### src/rtl/mac_controller.sv
// Sequencer for the MAC datapath: pulls operand pairs through valid/ready and
// drives the enable/clear strobes for operand, product and accumulator stages.
module mac_controller #(
    parameter int unsigned CNT_W = 8
) (
    input  logic             clk,
    input  logic             reset,
    input  logic             start,
    input  logic [CNT_W-1:0] len,
    input  logic             op_valid,
    output logic             op_ready,
    output logic [CNT_W-1:0] op_idx,
    output logic             op_en,
    output logic             mul_en,
    output logic             acc_en,
    output logic             acc_clr,
    output logic             busy,
    output logic             done
);

    typedef enum logic [2:0] {
        StIdle,
        StClear,
        StRun,
        StDrain,
        StDone
    } state_e;

    state_e           state_q, state_d;
    logic [CNT_W-1:0] len_q, len_d;
    logic [CNT_W-1:0] remaining_q, remaining_d;
    logic [CNT_W-1:0] idx_q, idx_d;
    logic             mul_en_q, acc_en_q;

    always_ff @(posedge clk or negedge reset) begin
        if (!reset) begin
            state_q     <= StIdle;
            len_q       <= '0;
            remaining_q <= '0;
            idx_q       <= '0;
            mul_en_q    <= 1'b0;
            acc_en_q    <= 1'b0;
        end else begin
            state_q     <= state_d;
            len_q       <= len_d;
            remaining_q <= remaining_d;
            idx_q       <= idx_d;
            mul_en_q    <= op_en;
            acc_en_q    <= mul_en_q;
        end
    end

    always_comb begin
        state_d     = state_q;
        len_d       = len_q;
        remaining_d = remaining_q;
        idx_d       = idx_q;
        acc_clr     = 1'b0;
        op_ready    = (state_q == StRun) && (remaining_q != '0);
        op_en       = op_ready & op_valid;

        unique case (state_q)
            StIdle: begin
                if (start) begin
                    state_d     = StClear;
                    len_d       = len;
                    remaining_d = len;
                    idx_d       = '0;
                end
            end
            StClear: begin
                acc_clr = 1'b1;
                state_d = (len_q == '0) ? StDone : StRun;
            end
            StRun: begin
                if (op_en) begin
                    remaining_d = remaining_q - CNT_W'(1);
                    idx_d       = idx_q + CNT_W'(1);
                    if (remaining_q == CNT_W'(1)) state_d = StDrain;
                end
            end
            // Wait until the last product has moved into the accumulate stage.
            StDrain: begin
                if (!mul_en_q) state_d = StDone;
            end
            StDone: begin
                state_d = StIdle;
            end
            default: begin
                state_d = StIdle;
            end
        endcase
    end

    assign op_idx = idx_q;
    assign mul_en = mul_en_q;
    assign acc_en = acc_en_q;
    assign busy   = (state_q != StIdle);
    assign done   = (state_q == StDone);

endmodule

### config.mk
export PLATFORM = sky130hd
export DESIGN_NAME = mac_controller
export DESIGN_NICKNAME = d
export VERILOG_FILES = /design/src/rtl/mac_controller.sv
export SDC_FILE = /design/constraint.sdc
export NUM_CORES = 1
export LEC_CHECK = 0
export ABC_CLOCK_PERIOD_IN_PS = 2900
export CAP_MARGIN = 20
export CORE_MARGIN = 2
export CORE_UTILIZATION = 55
export CTS_BUF_LIST = sky130_fd_sc_hd__clkbuf_4
export DETAILED_ROUTE_END_ITERATION = 16
export GPL_TIMING_DRIVEN = 0
export PLACE_DENSITY = 0.83
export SLEW_MARGIN = 30
export SYNTH_ARGS = -nofsm -noshare
export SYNTH_HDL_FRONTEND = slang
export SYNTH_SLANG_ARGS = --single-unit
### constraint.sdc
create_clock -name clk -period 2.9 [get_ports clk]
set_input_delay 0.58 -clock clk [delete_from_list [all_inputs] [get_ports clk]]
set_output_delay 0.58 -clock clk [all_outputs]
set_load 0.005 [all_outputs]
Word level (Yosys, flattened, before mapping)

Index checks and enable logic that the tools add are counted.
Widths: inputs -> output; s select.

Reduce and logical (&&, ||, !) cells: 9
Add/subtract/negate cells: 2
Mux-type cells: 13
Bitwise gates (word level): 1
Equality and inequality tests: 9

Operator list:

| operator            | count |
|---|---|
| $mux 8              | 4 |
| $pmux 8 s2          | 2 |
| $mux 3              | 5 |
| $pmux 3 s4          | 1 |
| $add 8x1->8 const B | 1 |
| $eq 8x1->1 const B  | 1 |
| $logic_not 8->1     | 1 |
| $reduce_bool 8->1   | 1 |
| $sub 8x1->8 const B | 1 |
| $eq 3x2->1 const B  | 2 |
| $ne 2x2->1 const B  | 3 |
| $reduce_and 4->1    | 1 |
| $eq 3x1->1 const B  | 1 |
| $eq 3x3->1 const B  | 1 |
| $logic_not 3->1     | 1 |
| $reduce_and 3->1    | 1 |
| $reduce_bool 3->1   | 1 |
| $ne 2x1->1 const B  | 1 |
| $reduce_and 2->1    | 1 |
| $reduce_bool 2->1   | 1 |
| $and 1x1->1         | 1 |
| $logic_and 1x1->1   | 1 |
| $mux 1              | 1 |

Input bits: 12
Output and inout port bits: 15
Word-level logic and storage cells: 40
Flip-flop bits (word level): 29

Depth between registers and ports, before layout

Word-level depth: 5
Mapped depth: 6
Mapped depth without buffers: 6

Worst setup path after synthesis

Ideal clock, no wire load.

Path type: flip-flop to output port
From: reg state_q[2]
To: out op_ready
Arrival time: 1253 ps
Path slack: 1067 ps
Stages on the path, launching flop included: 5
Required time: 2320 ps
Path buffers: 2
Cell sequence: dfrtp_1 clkbuf_1 or3b_2 clkbuf_1 a31oi_1

Word-level cells in the longest chain between the ends: 2

Ends and longest elaborated chain:

| what                     | line | source |
|---|---|---|
| start: declaration       | 29   | `state_e state_q, state_d;` |
| start signal: assignment | 37   | `state_q <= StIdle;` |
| start signal: assignment | 44   | `state_q <= state_d;` |
| $eq 3x2->1               | 59   | `op_ready = (state_q == StRun) && (remaining_q != '0);` |
| $logic_and 1x1->1        | 59   |  |
| end: declaration         | 11   | `output logic op_ready,` |

Every way passes these cells.

Worst setup path after layout

From: in op_valid
To: out op_en

Word-level cells in the longest chain between the ends: 1

Ends and longest elaborated chain:

| what               | line | source |
|---|---|---|
| start: declaration | 10   | `input logic op_valid,` |
| $and 1x1->1        | 60   | `op_en = op_ready & op_valid;` |
| end: declaration   | 13   | `output logic op_en,` |

Every way passes these cells.

==> impl_metrics.toml <==
[global_route]
grt_pass1_vias = 1335
antenna_found_initial = 0
grt_start_max_net_pins = 30
busiest_layer = "met2"
grt_overflow_total = 0
met3_usage = 0.06920
met2_usage = 0.3864
grt_pass1_wl_mm = 5.947
use_met1 = 0.2838
track_usage = 0.2364

[cells_and_area]
final_area_sq_um = 1944
num_antenna_cells = 0
drive_gt1_frac = 0.1882
syn_to_final_growth_pct = 22.94
final_core_utilization = 0.7112
final_cell_mix = "dfrtp_1, clkdlybuf4s50_1, nor2_1"
final_common_cell = "dfrtp_1"
layout.nets = 201

[floorplanning]
core_area_sq_um = 2734
fp.dieW_um = 57.63
io-pin-count = 27
die_area_sq_um = 3321
rows = 19
start_util = 0.5785
die_y_um = 57.63

[clock_tree]
h-tree-depth = 2
cts.sinks = 29
clk_pin_slew_ns = 0.10
cts_max_path_buffers = 2
cts_root_buf = "clkbuf_4"
insertion_delay_ns = 0.33
numCtsBuffers = 5
cts_tree = "done"
holdBufCountCts = 0

[placement]
placed_cell_area_sq_um = 1876
place_hpwl_mm = 2.512
port_buffers = 26
gp_congestion = 0.8388

[route]
wl_per_cell_um = 16.75
route.vias.total = 1337
vias_per_cell = 6.161
drt_wl_total_mm = 3.635
drc = 0
ant_nets = 0
drt_iter0_markers = 72
dr.pass1.iters = 4

[synth]
syn_avg_cell_area_sq_um = 10.34
syn_area_sq_um = 1582
ys_seq_area_frac = 0.4589
ys_types = 45
netlist_instances = 153
ys_seq_elements = 29
yosys_warnings = 0
postSynthNetCount = 169

[setup_path]
worstSetupStartpointType = "input pin"
crit_required_ns = 2.32
critPathCapture = "op_en"
worstSetupPathType = "in2out"
cp.arrival_ns = 2.27
rr_worst_depth = 6
startpoint = "op_valid"
crit_fanout = 11
crit_path_end_kind = "output pin"
r2r_start = "remaining_q[4]"
r2r_end = "remaining_q[1]"
rrSetupSlack_ns = 0.95

[timing]
worstMarginPinSlew_ns = 0.6453
period_share = 0.9815
max_freq_mhz = 351.3
hold_violations = 0
fin_setup_tns_ns = 0
drv_slew = 0
rsz0062_at_grt = "no"
fin_skew_ns = 0.01059
slew_headroom = 0.5698
finalSetupViolations = 0
period_minus_slack_ns = 2.846

[power]
totalPowerFinal_w = 0.001918
powerDensity_nw_per_um2 = 986.5
p_leak_nw = 0.8157
vdd_drop_max_mv = 0.6645

[job]
cap_violations = 0

[status]
status = "finished clean"

[worst_hold_path]
hold_class = "in2async"
critical path: stages:
cell	delay, ns
clkdlybuf4s50_1	0.48
nand4bb_1	0.21
a31oi_4	0.25
buf_4	0.22
clkdlybuf4s50_1	0.52
cell families after synthesis:
family                   count (synthesis)  share of synthesized area
adder cells (fa/ha/maj)                  4                    0.03165
AND/OR/NAND/NOR                         53                     0.1978
flip-flops                              29                     0.4589
buffers and inverters                   18                    0.05775
multiplexers                            11                    0.07911
AO/OA/AOI/OAI                           38                     0.1749
metrics by stage:
step | setup slack (ns) | std cells | hold slack (ns)
2_1_floorplan | 1.067 | 153 | 0.2844
5_1_grt | 0.01438 | 217 | 0.3014
4_1_cts | 0.05630 | 218 | 0.2822
3_3_place_gp | -0.07506 | 210 | 0.4120
3_5_place_dp | -0.08891 | 210 | 0.4335
6_report | 0.05352 | 217 | 0.2603
power breakdown:
group | switching, W | internal (W) | leakage, nW
clock network | 0.000141 | 0.000101 | 0.0354
registers | 0.000137 | 0.000566 | 0.362
logic | 0.000494 | 0.000479 | 0.419
total | 0.000772 | 0.00115 | 0.816
final cells by class:
class	count	area (sq um)
flip-flops and latches	29	725.7
plain buffers	9	60.06
multi-input cells	106	779.5
inverters	8	30.03
clock inverters	2	10.01
clock buffers	6	45.04
repair buffers	26	255.2
well taps	31	38.79
fillers	207	789.5
cells in the mapped netlist (all sizes together):
cell / count / area, sq um
o211a: 1 / 10.01
nor3: 2 / 10.01
o211ai: 1 / 7.510
nor2: 12 / 45.04
a21oi: 8 / 40.04
o2bb2ai: 3 / 26.28
o22ai: 1 / 6.260
mux2i: 2 / 20.02
a311oi: 1 / 8.760
o31ai: 2 / 15.01
a2111oi: 1 / 8.760
a211oi: 1 / 7.510
o221ai: 1 / 8.760
and2: 2 / 15.02
a31o: 1 / 8.760
mux2: 9 / 105.1
nand4: 4 / 40.04
nand2b: 2 / 12.51
nand3: 6 / 30.03
nor2b: 1 / 6.260
a221o: 1 / 10.01
a31oi: 5 / 31.28
ha: 4 / 50.05
a22o: 3 / 26.28
or4: 1 / 7.510
dfrtp: 29 / 725.7
clkbuf: 3 / 11.26
o21ai: 4 / 20.02
nor3b: 4 / 30.03
a311o: 1 / 11.26
buf: 7 / 50.05
nand4bb: 1 / 11.26
o221a: 2 / 22.52
inv: 8 / 30.03
nand2: 11 / 41.29
nor4: 4 / 40.04
a22oi: 1 / 7.510
or3b: 2 / 17.52
and3: 1 / 6.260
worst min-delay path by stage:
stage | start | end | depth (start not counted)
after floorplan | reset | acc_en | 0
after global placement | mul_en | acc_en | 0
after detailed placement | mul_en | acc_en | 0
after CTS | reset | op_idx[4] | 1
after global routing | reset | remaining_q[3] | 1
final | reset | op_idx[4] | 1
flip-flops by register name (all words and copies together) (netlist names):
register     cells
state_q          3
mul_en           1
len_q            8
op_idx           8
remaining_q      8
acc_en           1
metal layers:
metal	share of wire	wire length (um)
met5	0	0
met4	0.021	75
met3	0.055	201
met2	0.49	1772
met1	0.44	1585
repair_timing:
| action | 4_1_cts | 5_1_grt |
|---|---|---|
| endpoints found under the setup margin | 1 | 2 |
| gates cloned | 0 | 0 |
| resized for setup | 2 | 1 |
| setup buffers | 0 | 0 |
| pin swaps | 0 | 0 |
Power figures use the tool's default switching activity.
